$ cat config.mk
export PLATFORM = sky130hd
export DESIGN_NAME = fill_arbiter
export DESIGN_NICKNAME = d
export VERILOG_FILES = /design/src/rtl/fill_arbiter.sv
export SDC_FILE = /design/constraint.sdc
export NUM_CORES = 1
export LEC_CHECK = 0
export BUFFER_PORTS_ARGS = -buffer_cell sky130_fd_sc_hd__buf_2
export CAP_MARGIN = 20
export CORE_AREA = 2 2 136 138
export CTS_BUF_LIST = sky130_fd_sc_hd__clkbuf_2
export DETAILED_ROUTE_END_ITERATION = 8
export DIE_AREA = 0 0 138 140
export PLACE_DENSITY = 0.61
export SYNTH_ARGS = -nofsm -noshare
export SYNTH_HDL_FRONTEND = slang
export SYNTH_SLANG_ARGS = --single-unit
$ cat constraint.sdc
create_clock -name clk -period 9.4 [get_ports clk]
set_clock_uncertainty 0.15 [all_clocks]
set_input_delay 1.88 -clock clk [delete_from_list [all_inputs] [get_ports clk]]
set_output_delay 1.88 -clock clk [all_outputs]
set_load 0.005 [all_outputs]
$ cat src/rtl/fill_arbiter.sv
// fill_arbiter: round-robin packet arbiter with per-beat fill modes onto one registered channel
// Ports: req_valid/req_last/req_mode/req_data/req_ready are the per-requester beat inputs and grant;
// out_valid/out_data/out_last/out_id/out_ready form the registered output channel; clk, rst_n (sync, active-low).
module fill_arbiter #(
    parameter int WIDTH  = 64,
    parameter int NREQ   = 4,
    parameter int NARROW = 3,
    localparam int IW    = $clog2(NREQ)
) (
    input  logic                  clk,
    input  logic                  rst_n,
    input  logic [NREQ-1:0]       req_valid,
    input  logic [NREQ-1:0]       req_last,
    input  logic [2*NREQ-1:0]     req_mode,
    input  logic [WIDTH*NREQ-1:0] req_data,
    output logic [NREQ-1:0]       req_ready,
    output logic                  out_valid,
    output logic [WIDTH-1:0]      out_data,
    output logic                  out_last,
    output logic [IW-1:0]         out_id,
    input  logic                  out_ready
);
    typedef enum logic {IDLE, OWNED} state_t;
    state_t            state_q, state_d;
    logic [IW-1:0]     owner_q, owner_d, rr_q, rr_d, out_id_q, out_id_d;
    logic              out_valid_q, out_valid_d, out_last_q, out_last_d;
    logic [WIDTH-1:0]  out_data_q, out_data_d;
    logic [NREQ-1:0]   rot;
    logic [IW:0]       sum;
    logic [IW-1:0]     cand, winner;
    logic              found, win_valid, accept, win_last;
    logic [1:0]        mode;
    logic [WIDTH-1:0]  data, fill;
    always_comb begin
        // requests rotated so bit 0 is rr_q; lowest set bit is the round-robin candidate
        rot   = NREQ'({req_valid, req_valid} >> rr_q);
        found = 1'b0;
        sum   = '0;
        for (int k = NREQ-1; k >= 0; k--) begin
            if (rot[k]) begin
                found = 1'b1;
                sum   = {1'b0, rr_q} + (IW+1)'(k);
            end
        end
        cand        = IW'(sum >= (IW+1)'(NREQ) ? sum - (IW+1)'(NREQ) : sum);
        winner      = (state_q == OWNED) ? owner_q : cand;
        win_valid   = (state_q == OWNED) ? req_valid[winner] : found;
        win_last    = req_last[winner];
        accept      = rst_n && (!out_valid_q || out_ready) && win_valid;
        req_ready   = accept ? ({{(NREQ-1){1'b0}}, 1'b1} << winner) : '0;
        mode        = 2'(req_mode >> {winner, 1'b0});
        data        = WIDTH'(req_data >> (winner * WIDTH));
        fill        = mode == 2'b00 ? '0 :
                      mode == 2'b01 ? '1 :
                      mode == 2'b10 ? data :
                      {{(WIDTH-NARROW){1'b0}}, data[NARROW-1:0]};
        state_d     = accept ? (win_last ? IDLE : OWNED) : state_q;
        owner_d     = accept ? winner : owner_q;
        rr_d        = (accept && win_last) ? (winner == IW'(NREQ-1) ? '0 : winner + 1'b1) : rr_q;
        out_valid_d = accept ? 1'b1 : (out_ready ? 1'b0 : out_valid_q);
        out_data_d  = accept ? fill : out_data_q;
        out_last_d  = accept ? win_last : out_last_q;
        out_id_d    = accept ? winner : out_id_q;
    end
    always_ff @(posedge clk) begin
        if (!rst_n) begin
            state_q     <= IDLE;
            owner_q     <= '0;
            rr_q        <= '0;
            out_valid_q <= 1'b0;
            out_data_q  <= '0;
            out_last_q  <= 1'b0;
            out_id_q    <= '0;
        end else begin
            state_q     <= state_d;
            owner_q     <= owner_d;
            rr_q        <= rr_d;
            out_valid_q <= out_valid_d;
            out_data_q  <= out_data_d;
            out_last_q  <= out_last_d;
            out_id_q    <= out_id_d;
        end
    end
    assign out_valid = out_valid_q;
    assign out_data  = out_data_q;
    assign out_last  = out_last_q;
    assign out_id    = out_id_q;
endmodule

==> flow_summary_export.csv <==
group,metric,value,unit
cts,cts_tree,"done",
placed_design,gp_congestion,0.8639,
cts,post_cts_buffers,0,
pwr,swShare,0.4680,
grt,antenna_found_initial,2,
die,fp.coreArea,17780,sq um
routing,via_count,6749,
final_layout,fin_area,7093,sq um
die,num_rows,49,
timing,period_needed,6.666,ns
pwr,seq_power_share,0.277,
timing,tightest_slew,0.9252,ns
timing,setup_tns,0,ns
setup_path,worstSetupStartpointType,"input pin",
grt,grt_usage,0.2076,
cts,path_clk_slew,0.21,ns
routing,wl,21040,um
timing,hold_viol,0,
synthesis,synthArstFlopShare,0,
pwr,netSwitchingPower,0.0007827,W
routing,drc,0,
die,initial_core_util,0.2887,
setup_path,worstSetupPathType,"in -> out",
cts,cts-buffers-inserted,9,
final_layout,nNetsFinal,1309,
routing,vias_per_cell,5.331,
synthesis,yosys-top-cells-count,"263 x nand2_1, 71 x dfxtp_1, 65 x and3_1, 64 x o21ai_0",
setup_path,crit_path_end_kind,"output pin",
cts,clk_latency,0.53,ns
synthesis,ys_types,43,
cts,cts_hold_buf,0,
cts,root_buffer,"clkbuf_2",
synthesis,synth_fp_nets,1014,
synthesis,synth_area,5132,sq um
placed_design,dp_slack,2.844,ns
synthesis,synth_warnings,0,
timing,worst_slack,2.734,ns
placed_design,port_buffers,346,
die,die_height,140,um
pwr,p_per_area,235.8,nW/um^2
grt,grt_max_degree,83,
timing,relSlewSlack,0.3823,
grt,grt_pass1_wl,32950,um
final_layout,n_fill_cell,1945,
setup_path,cp_data_arrival_time,4.64,ns
timing,setup_violations,0,
routing,first_iter_violations,314,
synthesis,yosysTopAreaCell,"dfxtp_1",
pwr,peakVddDrop,0.0002082,V
synthesis,yosysMostFrequentCell,"nand2_1",
synthesis,synth_area_leaders,"dfxtp_1 28%, nand2_1 19%, a31o_2 10%",
die,ioPinCount,347,
pwr,power,0.001672,W
synthesis,synth_ff_type,"dfxtp_1",
synthesis,synth_seq_cells,71,
job,drv_cap,0,
pwr,clockPowerShare,0.121,
grt,grt.overflow.total,0,
placed_design,hpwlAfterDp,15270,um
pwr,p_leak,3.596,nW
grt,grt_pass1_vias,6396,
synthesis,synth.top_cell.area_share,0.2769,
setup_path,cp_data_required_time,7.37,ns
synthesis,syn_avg_cell_area,6.983,sq um
final_layout,final_util,0.3989,
pwr,comb_power_share,0.602,
timing,rsz0062_at_grt,"false",
die,die_area,19320,sq um
routing,drtAntennaViolNets,0,
synthesis,synth_edf_count,0,
die,die_x,138,um
timing,fmax,150.0,MHz
outcome,status,"finished, final reports clean",
routing,first_pass_iters,4,
cts,clock_path_buffers,2,
min_path,worst_hold_path_type,"reg -> reg",
routing,wire_per_inst,16.62,um
cts,clock-sinks,71,
final_layout,drive_above_1_share,0.4261,
synthesis,postSynthCellCount,735,
final_layout,area_growth,38.20,%
timing,period_share,0.7092,
synthesis,yosysSeqAreaShare,0.2769,
setup_path,path_max_fanout,73,
placed_design,place_area,6955,sq um
cts,ctsResizeCount,0,
timing,drv_slew,0,
cts,htree_levels,3,
pwr,internal-power,0.0008898,W
cells in the final DEF, fill, tap and decap left out, types with 3 or more instances in the layout:
cell and n:
buf_2 346, nand2_1 263, dfxtp_1 71, and3_1 65, o21ai_0 64, a31o_2 61, o32ai_1 61, clkbuf_2 9
buf_4 9, nand2b_1 8, mux2i_1 7, a21boi_0 6, inv_1 4, ha_1 4, nor2_1 3, nor2b_1 3
a2bb2oi_1 3, a31oi_1 3, o2bb2ai_1 3
per-stage QoR:
stage               instances  hold WS [ns]
floorplan                 735        0.3100
global placement         1248        0.3098
detailed placement       1248        0.3126
CTS                      1264        0.3384
global route             1265        0.3871
finish                   1266        0.3331
worst paths after layout:
| kind | slack [ns] | depth (start not counted) | endpoint | from |
|---|---|---|---|---|
| hold / removal | 0.33 | 2 | out_last | out_last |
| setup reg to reg | 5.03 | 8 | out_data[16] | rr_q[1] |
| hold reg to reg | 0.33 | 2 | out_last | out_last |
| setup / recovery | 2.73 | 9 | req_ready[3] | req_valid[3] |
state kept, by name, summed over array words and instances (netlist names):
| name | count |
|---|---|
| out_valid | 1 |
| state_q | 1 |
| rr_q | 2 |
| out_id | 2 |
| out_data | 64 |
| out_last | 1 |
logic make-up (layout without fill, tap and decap cells):
family | after synthesis | count (layout) | share of synthesized area
simple gates | 354 | 354 | 0.3059
other cells | 0 | 2 | 0
compound gates | 219 | 219 | 0.3240
buf+inv | 77 | 377 | 0.06119
mux | 10 | 10 | 0.02218
fa+ha+maj | 4 | 4 | 0.009752
flops | 71 | 71 | 0.2769
critical path: stages:
cell and delay [ns]:
buf_2 0.12, nor2_1 0.16, o211ai_1 0.26, nand3_4 0.11
buf_4 0.64, inv_2 0.64, ha_1 0.40, and3_1 0.16
buf_2 0.12
metal layers:
metal,routed length [um],track usage,up-vias
met5,0,0,-
li1,-,-,3260
met3,1647,0.04615,33
met4,451,0.07734,0
met2,10070,0.3439,306
met1,8878,0.2652,3150
power by group through the flow:
stage | Clock (W) | Combinational, W | Sequential (W)
finish | 0.000202 | 0.00101 | 0.000464
global route | 0.000224 | 0.00111 | 0.000477
CTS | 0.000211 | 0.00101 | 0.000463
detailed placement | 0 | 0.00101 | 0.000469
global placement | 0 | 0.00101 | 0.000467
floorplan | 0 | 0.000657 | 0.000470
area by class of cell:
| class | instances | area [sq um] | area share |
|---|---|---|---|
| clock inverters | 7 | 87.58 | 0.01235 |
| diodes | 2 | 5.005 | 0.0007056 |
| multi-input cells | 587 | 3423 | 0.4826 |
| flip-flops and latches | 71 | 1421 | 0.2004 |
| well taps | 229 | 286.5 | 0.04040 |
| inverters | 6 | 25.02 | 0.003528 |
| repair buffers | 355 | 1799 | 0.2537 |
| clock buffers | 9 | 45.04 | 0.006350 |
No activity file was read; power rests on OpenSTA's default activity.
